[src/rtl/forwarding.sv]
// Last-stage forwarding record published to earlier stages.
package forwarding;

    typedef struct packed {
        logic        data_valid;
        logic [4:0]  address;
        logic [31:0] data;
    } t;

endpackage

[src/rtl/instruction.sv]
// Decoded-instruction view as seen by the last pipeline stage.
package instruction;

    typedef enum logic [3:0] {
        OP_ALU     = 4'd0,
        OP_ALU_IMM = 4'd1,
        OP_LUI     = 4'd2,
        OP_AUIPC   = 4'd3,
        OP_LOAD    = 4'd4,
        OP_STORE   = 4'd5,
        OP_BRANCH  = 4'd6,
        OP_JAL     = 4'd7,
        OP_JALR    = 4'd8,
        OP_FENCE   = 4'd9,
        OP_SYSTEM  = 4'd10
    } op_t;

    typedef struct packed {
        op_t        op;
        logic [4:0] rd_address;
    } t;

    function automatic logic writes_rd(op_t op);
        logic result;
        case (op)
            OP_STORE, OP_BRANCH, OP_FENCE, OP_SYSTEM: result = 1'b0;
            default:                                  result = 1'b1;
        endcase
        return result;
    endfunction

endpackage

[src/rtl/pipeline_status.sv]
// Pipeline status codes exchanged between stages, plus the exception-to-mcause mapping.
package pipeline_status;

    typedef enum logic [2:0] {
        VALID               = 3'd0,
        BUBBLE              = 3'd1,
        ILLEGAL_INSTRUCTION = 3'd2,
        BREAKPOINT          = 3'd3,
        LOAD_MISALIGNED     = 3'd4,
        STORE_MISALIGNED    = 3'd5,
        ECALL               = 3'd6
    } forwards_t;

    typedef enum logic [1:0] {
        READY = 2'd0,
        STALL = 2'd1,
        JUMP  = 2'd2
    } backwards_t;

    function automatic logic [31:0] to_mcause(forwards_t status);
        logic [31:0] cause;
        case (status)
            ILLEGAL_INSTRUCTION: cause = 32'd2;
            BREAKPOINT:          cause = 32'd3;
            LOAD_MISALIGNED:     cause = 32'd4;
            STORE_MISALIGNED:    cause = 32'd6;
            ECALL:               cause = 32'd11;
            default:             cause = 32'd0;
        endcase
        return cause;
    endfunction

endpackage

[src/rtl/writeback_stage_pkg.sv]
// Local types and defaults for the writeback stage.
package writeback_stage_pkg;

    import pipeline_status::*;

    localparam logic [31:0] DEFAULT_TRAP_VECTOR = 32'h0000_0100;
    localparam int          DEFAULT_COUNTER_W   = 64;

    typedef enum logic {
        ST_RUN  = 1'b0,
        ST_TRAP = 1'b1
    } wb_state_t;

    function automatic logic is_exception(forwards_t status);
        return (status != VALID) && (status != BUBBLE);
    endfunction

endpackage

[src/rtl/writeback_stage_if.sv]
// Memory-stage to writeback-stage bus, including the register-file write and forwarding.
interface writeback_stage_if;

    logic [31:0]                rd_data_in;
    instruction::t              instruction_in;
    logic [31:0]                program_counter_in;
    pipeline_status::forwards_t status_forwards_in;

    pipeline_status::backwards_t status_backwards_out;
    logic [31:0]                 jump_address_backwards_out;

    logic                        rd_write_enable_out;
    logic [4:0]                  rd_address_out;
    logic [31:0]                 rd_data_out;
    forwarding::t                forwarding_out;

    modport master (
        output rd_data_in, instruction_in, program_counter_in, status_forwards_in,
        input  status_backwards_out, jump_address_backwards_out,
               rd_write_enable_out, rd_address_out, rd_data_out, forwarding_out
    );

    modport slave (
        input  rd_data_in, instruction_in, program_counter_in, status_forwards_in,
        output status_backwards_out, jump_address_backwards_out,
               rd_write_enable_out, rd_address_out, rd_data_out, forwarding_out
    );

endinterface

[src/rtl/wb_counters.sv]
// Free-running cycle counter and retired-instruction counter, both wrapping.
module wb_counters #(
    parameter int COUNTER_W = 64
) (
    input  logic                 clk,
    input  logic                 rst,
    input  logic                 retire,
    output logic [COUNTER_W-1:0] cycle_count,
    output logic [COUNTER_W-1:0] instret_count
);

    logic [COUNTER_W-1:0] cycle_count_reg;
    logic [COUNTER_W-1:0] instret_count_reg;

    always_ff @(posedge clk) begin
        if (rst) begin
            cycle_count_reg   <= '0;
            instret_count_reg <= '0;
        end else begin
            cycle_count_reg <= cycle_count_reg + 1'b1;
            if (retire) begin
                instret_count_reg <= instret_count_reg + 1'b1;
            end
        end
    end

    assign cycle_count   = cycle_count_reg;
    assign instret_count = instret_count_reg;

endmodule

[src/rtl/writeback_stage.sv]
// Final pipeline stage: register-file commit, forwarding, retire counting and trap redirect.
module writeback_stage
    import writeback_stage_pkg::*;
#(
    parameter logic [31:0] TRAP_VECTOR = DEFAULT_TRAP_VECTOR,
    parameter int          COUNTER_W   = DEFAULT_COUNTER_W
) (
    input  logic                 clk,
    input  logic                 rst,
    writeback_stage_if.slave     wb,
    output logic [31:0]          mepc_out,
    output logic [31:0]          mcause_out,
    output logic [COUNTER_W-1:0] cycle_count_out,
    output logic [COUNTER_W-1:0] instret_count_out,
    output logic                 trap_pending_out
);

    wb_state_t   state_reg;
    wb_state_t   state_next;
    logic [31:0] mepc_reg;
    logic [31:0] mcause_reg;
    logic        commit;
    logic        capture_en;
    logic        write_en;

    always_ff @(posedge clk) begin
        if (rst) begin
            state_reg  <= ST_RUN;
            mepc_reg   <= '0;
            mcause_reg <= '0;
        end else begin
            state_reg <= state_next;
            if (capture_en) begin
                mepc_reg   <= wb.program_counter_in;
                mcause_reg <= pipeline_status::to_mcause(wb.status_forwards_in);
            end
        end
    end

    // TRAP lasts one cycle and squashes whatever arrives, exceptions included.
    always_comb begin
        state_next = state_reg;
        commit     = 1'b0;
        capture_en = 1'b0;
        case (state_reg)
            ST_RUN: begin
                if (wb.status_forwards_in == pipeline_status::VALID) begin
                    commit = 1'b1;
                end else if (is_exception(wb.status_forwards_in)) begin
                    capture_en = 1'b1;
                    state_next = ST_TRAP;
                end
            end
            ST_TRAP: state_next = ST_RUN;
            default: state_next = ST_RUN;
        endcase
    end

    assign write_en = commit
                    && instruction::writes_rd(wb.instruction_in.op)
                    && (wb.instruction_in.rd_address != 5'd0);

    always_comb begin
        wb.rd_write_enable_out = write_en;
        wb.rd_address_out      = wb.instruction_in.rd_address;
        wb.rd_data_out         = wb.rd_data_in;
        wb.forwarding_out      = '0;
        if (write_en) begin
            wb.forwarding_out.data_valid = 1'b1;
            wb.forwarding_out.address    = wb.instruction_in.rd_address;
            wb.forwarding_out.data       = wb.rd_data_in;
        end
    end

    // The redirect comes straight off the state register, so it is registered by construction.
    always_comb begin
        wb.status_backwards_out       = pipeline_status::READY;
        wb.jump_address_backwards_out = '0;
        trap_pending_out              = 1'b0;
        if (state_reg == ST_TRAP) begin
            wb.status_backwards_out       = pipeline_status::JUMP;
            wb.jump_address_backwards_out = TRAP_VECTOR;
            trap_pending_out              = 1'b1;
        end
    end

    wb_counters #(
        .COUNTER_W(COUNTER_W)
    ) u_counters (
        .clk          (clk),
        .rst          (rst),
        .retire       (commit),
        .cycle_count  (cycle_count_out),
        .instret_count(instret_count_out)
    );

    assign mepc_out   = mepc_reg;
    assign mcause_out = mcause_reg;

endmodule

[src/flat_wrapper.sv]
// flat-port wrapper written by rule: the top's interface ports become plain ports
module writeback_stage_flat import writeback_stage_pkg::*;
#(
    parameter logic [31:0] TRAP_VECTOR = DEFAULT_TRAP_VECTOR,
    parameter int          COUNTER_W   = DEFAULT_COUNTER_W
)
  (clk, rst, mepc_out, mcause_out, cycle_count_out, instret_count_out, trap_pending_out, wb_rd_data_in, wb_instruction_in, wb_program_counter_in, wb_status_forwards_in, wb_status_backwards_out, wb_jump_address_backwards_out, wb_rd_write_enable_out, wb_rd_address_out, wb_rd_data_out, wb_forwarding_out);
  writeback_stage_if wb_i ();
  input  logic clk;
  input  logic rst;
  output logic [31:0] mepc_out;
  output logic [31:0] mcause_out;
  output logic [COUNTER_W-1:0] cycle_count_out;
  output logic [COUNTER_W-1:0] instret_count_out;
  output logic trap_pending_out;
  input wire logic [$bits(wb_i.rd_data_in)-1:0] wb_rd_data_in;
  input wire logic [$bits(wb_i.instruction_in)-1:0] wb_instruction_in;
  input wire logic [$bits(wb_i.program_counter_in)-1:0] wb_program_counter_in;
  input wire logic [$bits(wb_i.status_forwards_in)-1:0] wb_status_forwards_in;
  output wire logic [$bits(wb_i.status_backwards_out)-1:0] wb_status_backwards_out;
  output wire logic [$bits(wb_i.jump_address_backwards_out)-1:0] wb_jump_address_backwards_out;
  output wire logic [$bits(wb_i.rd_write_enable_out)-1:0] wb_rd_write_enable_out;
  output wire logic [$bits(wb_i.rd_address_out)-1:0] wb_rd_address_out;
  output wire logic [$bits(wb_i.rd_data_out)-1:0] wb_rd_data_out;
  output wire logic [$bits(wb_i.forwarding_out)-1:0] wb_forwarding_out;
  assign wb_i.rd_data_in = wb_rd_data_in;
  assign wb_i.instruction_in = wb_instruction_in;
  assign wb_i.program_counter_in = wb_program_counter_in;
  assign wb_i.status_forwards_in = wb_status_forwards_in;
  assign wb_status_backwards_out = wb_i.status_backwards_out;
  assign wb_jump_address_backwards_out = wb_i.jump_address_backwards_out;
  assign wb_rd_write_enable_out = wb_i.rd_write_enable_out;
  assign wb_rd_address_out = wb_i.rd_address_out;
  assign wb_rd_data_out = wb_i.rd_data_out;
  assign wb_forwarding_out = wb_i.forwarding_out;
  writeback_stage #(.TRAP_VECTOR(TRAP_VECTOR), .COUNTER_W(COUNTER_W)) u_core (.clk(clk), .rst(rst), .wb(wb_i), .mepc_out(mepc_out), .mcause_out(mcause_out), .cycle_count_out(cycle_count_out), .instret_count_out(instret_count_out), .trap_pending_out(trap_pending_out));
endmodule
[config.mk]
export PLATFORM = sky130hd
export DESIGN_NAME = writeback_stage_flat
export DESIGN_NICKNAME = d
export VERILOG_FILES = /design/src/rtl/forwarding.sv /design/src/rtl/instruction.sv /design/src/rtl/pipeline_status.sv /design/src/rtl/writeback_stage_pkg.sv /design/src/rtl/writeback_stage_if.sv /design/src/rtl/wb_counters.sv /design/src/rtl/writeback_stage.sv /design/src/flat_wrapper.sv
export SDC_FILE = /design/constraint.sdc
export NUM_CORES = 1
export LEC_CHECK = 0
export CAP_MARGIN = 20
export CORE_ASPECT_RATIO = 1.2
export CORE_MARGIN = 2
export CORE_UTILIZATION = 25
export DETAILED_ROUTE_END_ITERATION = 7
export DONT_BUFFER_PORTS = 1
export GPL_TIMING_DRIVEN = 1
export MAX_ROUTING_LAYER = met4
export SYNTH_ARGS = -nofsm -noshare
export SYNTH_HDL_FRONTEND = slang
export SYNTH_SLANG_ARGS = --single-unit
[constraint.sdc]
create_clock -name clk -period 3.9 [get_ports clk]
set_input_delay 0.78 -clock clk [delete_from_list [all_inputs] [get_ports clk]]
set_output_delay 0.78 -clock clk [all_outputs]
set_load 0.02 [all_outputs]
==> flow_metrics.tcl <==
set metrics [dict create \
    worstPathMaxFanout 34 \
    ys_types 40 \
    mostFrequentLayoutCells "165 x dfxtp_1, 115 x nand2_1, 92 x a21oi_1" \
    tns_ns 0 \
    wl_per_cell_microns 17.80 \
    rsz0062_at_grt "no" \
    grt_pass1_wl_microns 38060 \
    first_global_vias 6340 \
    cts_tree "done" \
    fin_crit_sh 0.8616 \
    finalHoldViolations 0 \
    cts_max_level 4 \
    setup_viol 0 \
    synth_edf_count 0 \
    cts_buffers 17 \
    cellPowerDensity_nw_per_um2 398.7 \
    io-pin-count 381 \
    port_buffers 0 \
    grt_max_degree 172 \
    grt.total_usage 0.1474 \
    firstDrtPassIters 4 \
    overflow 0 \
    synth_seq_area_share 0.3957 \
    arrival_ns 2.58 \
    antenna_found_initial 10 \
    async_flop_share 0 \
    clockRootBuffer "clkbuf_16" \
    routed-via-count 7148 \
    vias_per_cell 4.879 \
    nNetsFinal 1072 \
    dieArea_sq_um 34870 \
    synth_top_area_cell "dfxtp_1" \
    initial_core_util 0.2531 \
    avgSynthCellArea_sq_um 8.064 \
    start_kind "input pin" \
    ant_nets 0 \
    first_iter_violations 491 \
    fmax_mhz 297.6 \
    drc_errors 0 \
    die_w_microns 170.8 \
    rows 73 \
    cts_resized 0 \
    cap_violations 0 \
    relSlewSlack 0.4495 \
    finClkSkew_ns 0.01110 \
    die_h_microns 204.2 \
    post_cts_buffers 0 \
    synth_ff_type "dfxtp_1" \
    period_minus_slack_ns 3.360 \
    yosys.area.top_type_share 0.3957 \
    numClockSinks 165 \
    core-area_sq_um 32970 \
    clock_latency_ns 0.44 \
    hold_path.class "in -> reg" \
    synth_area_sq_um 8347 \
    drt-total-wl_microns 26080 \
    hpwlAfterDp_microns 19520 \
    fin_util 0.2731 \
    yosysWarnings 0 \
    cts.clk_slew.worst_paths_ns 0.07 \
    slew_viol_final 0 \
    p_leak_nw 2.929 \
    vdd_drop_max_mv 0.2157 \
    critical_path_class "in -> out" \
    syn2layout_area_growth_pct 7.870 \
    worst_ep_required_time_ns 3.12 \
    final_common_cell "dfxtp_1" \
    end_kind "primary output" \
    gp_congestion 0.8324 \
    postCtsHoldBufs 0 \
    drive_gt1_frac 0.06866 \
    nFillCells 3577 \
    syn_inst 1035 \
    tightest_slew_ns 0.8182 \
    synth_area_leaders "dfxtp_1 40%, buf_4 9.0%, a21oi_1 5.5%" \
    clock_path_buffers 2 \
    synth_seq_cells 165 \
    status "complete, no violations" \
]
## layout make-up
type | instances | area, sq um | share of cell area
diodes | 10 | 25.02 | 0.002779
clock buffers | 21 | 480.5 | 0.05336
clock inverters | 11 | 90.09 | 0.01001
inverters | 17 | 63.81 | 0.007087
multi-input cells | 770 | 4300 | 0.4776
flip-flops and latches | 165 | 3303 | 0.3669
well taps | 450 | 563.0 | 0.06253
repair buffers | 21 | 177.7 | 0.01973
## where the power goes
| part | switching, mW | leakage [nW] | total [mW] | internal, mW |
|---|---|---|---|---|
| sequential | 0.0625 | 1.34 | 1.78 | 1.71 |
| combinational | 0.123 | 1.33 | 0.162 | 0.0396 |
| clock | 0.757 | 0.265 | 1.65 | 0.893 |
## worst paths after layout
kind / start / end / slack [ns] / depth (start not counted)
worst min register to register: u_core.mepc_out[7] / u_core.mepc_out[7] / 0.56 / 2
worst max register to register: u_core.u_counters.cycle_count[0] / u_core.u_counters.cycle_count[60] / 1.00 / 6
worst min-delay path: rst / u_core.u_counters.cycle_count[46] / 0.43 / 1
worst max-delay path: wb_status_forwards_in[2] / wb_forwarding_out[22] / 0.54 / 6
## cell families (layout without fill, tap and decap cells)
kind of cell,after synthesis,count (layout),share of synthesized area
other cells,1,70,0.0004493
xor+xnor,65,65,0.06821
fa+ha+maj,2,2,0.002998
flops,165,165,0.3957
buf+inv,159,70,0.1166
compound gates,154,154,0.1039
simple gates,483,483,0.3040
mux,6,6,0.008094
## critical path: stages
cell	delay, ns
or4_1	0.77
a21oi_1	0.26
o21a_1	0.15
buf_4	0.29
and2_1	0.18
buf_4	0.14
## Yosys cell counts (2+ instances only)
cell type and n:
nand4_1 55, o31ai_1 34, clkbuf_1 39, ha_1 2
dfxtp_1 165, o21ai_0 24, or2_2 3, nand2_1 115
and4_1 5, or3_1 26, nor2_1 91, nor2b_1 10
buf_1 2, and2_1 42, buf_4 100, xnor2_1 20
nand4_2 2, a21oi_1 92, and3_1 17, nor3_1 15
mux2_2 5, or4_1 36, xor2_1 45, nor4_1 15
inv_1 17, nand3_1 44
## per-stage QoR
step | setup WS (ns) | cells | cell area, sq um | total power [mW] | hold slack [ns]
6_report | 0.5397 | 1465 | 9004 | 3.590 | 0.4287
5_1_grt | 0.3995 | 1465 | 9004 | 3.723 | 0.3787
4_1_cts | 0.4913 | 1455 | 8979 | 3.640 | 0.3795
3_5_place_dp | 0.4673 | 1423 | 8408 | 1.979 | 0.5435
3_3_place_gp | 0.4954 | 1422 | 8381 | 1.970 | 0.5419
2_1_floorplan | 0.5711 | 1094 | 8568 | 2.068 | 0.5294
## metal layers
metal  routed length (microns)  vias up  track usage
met1                      9233     3382       0.1438
met5                         0        -            -
li1                          -     3412            -
met2                     13630      316       0.2553
met4                       829        0      0.06807
met3                      2388       38      0.05906
Note: power is estimated with default switching activity, not from simulation.
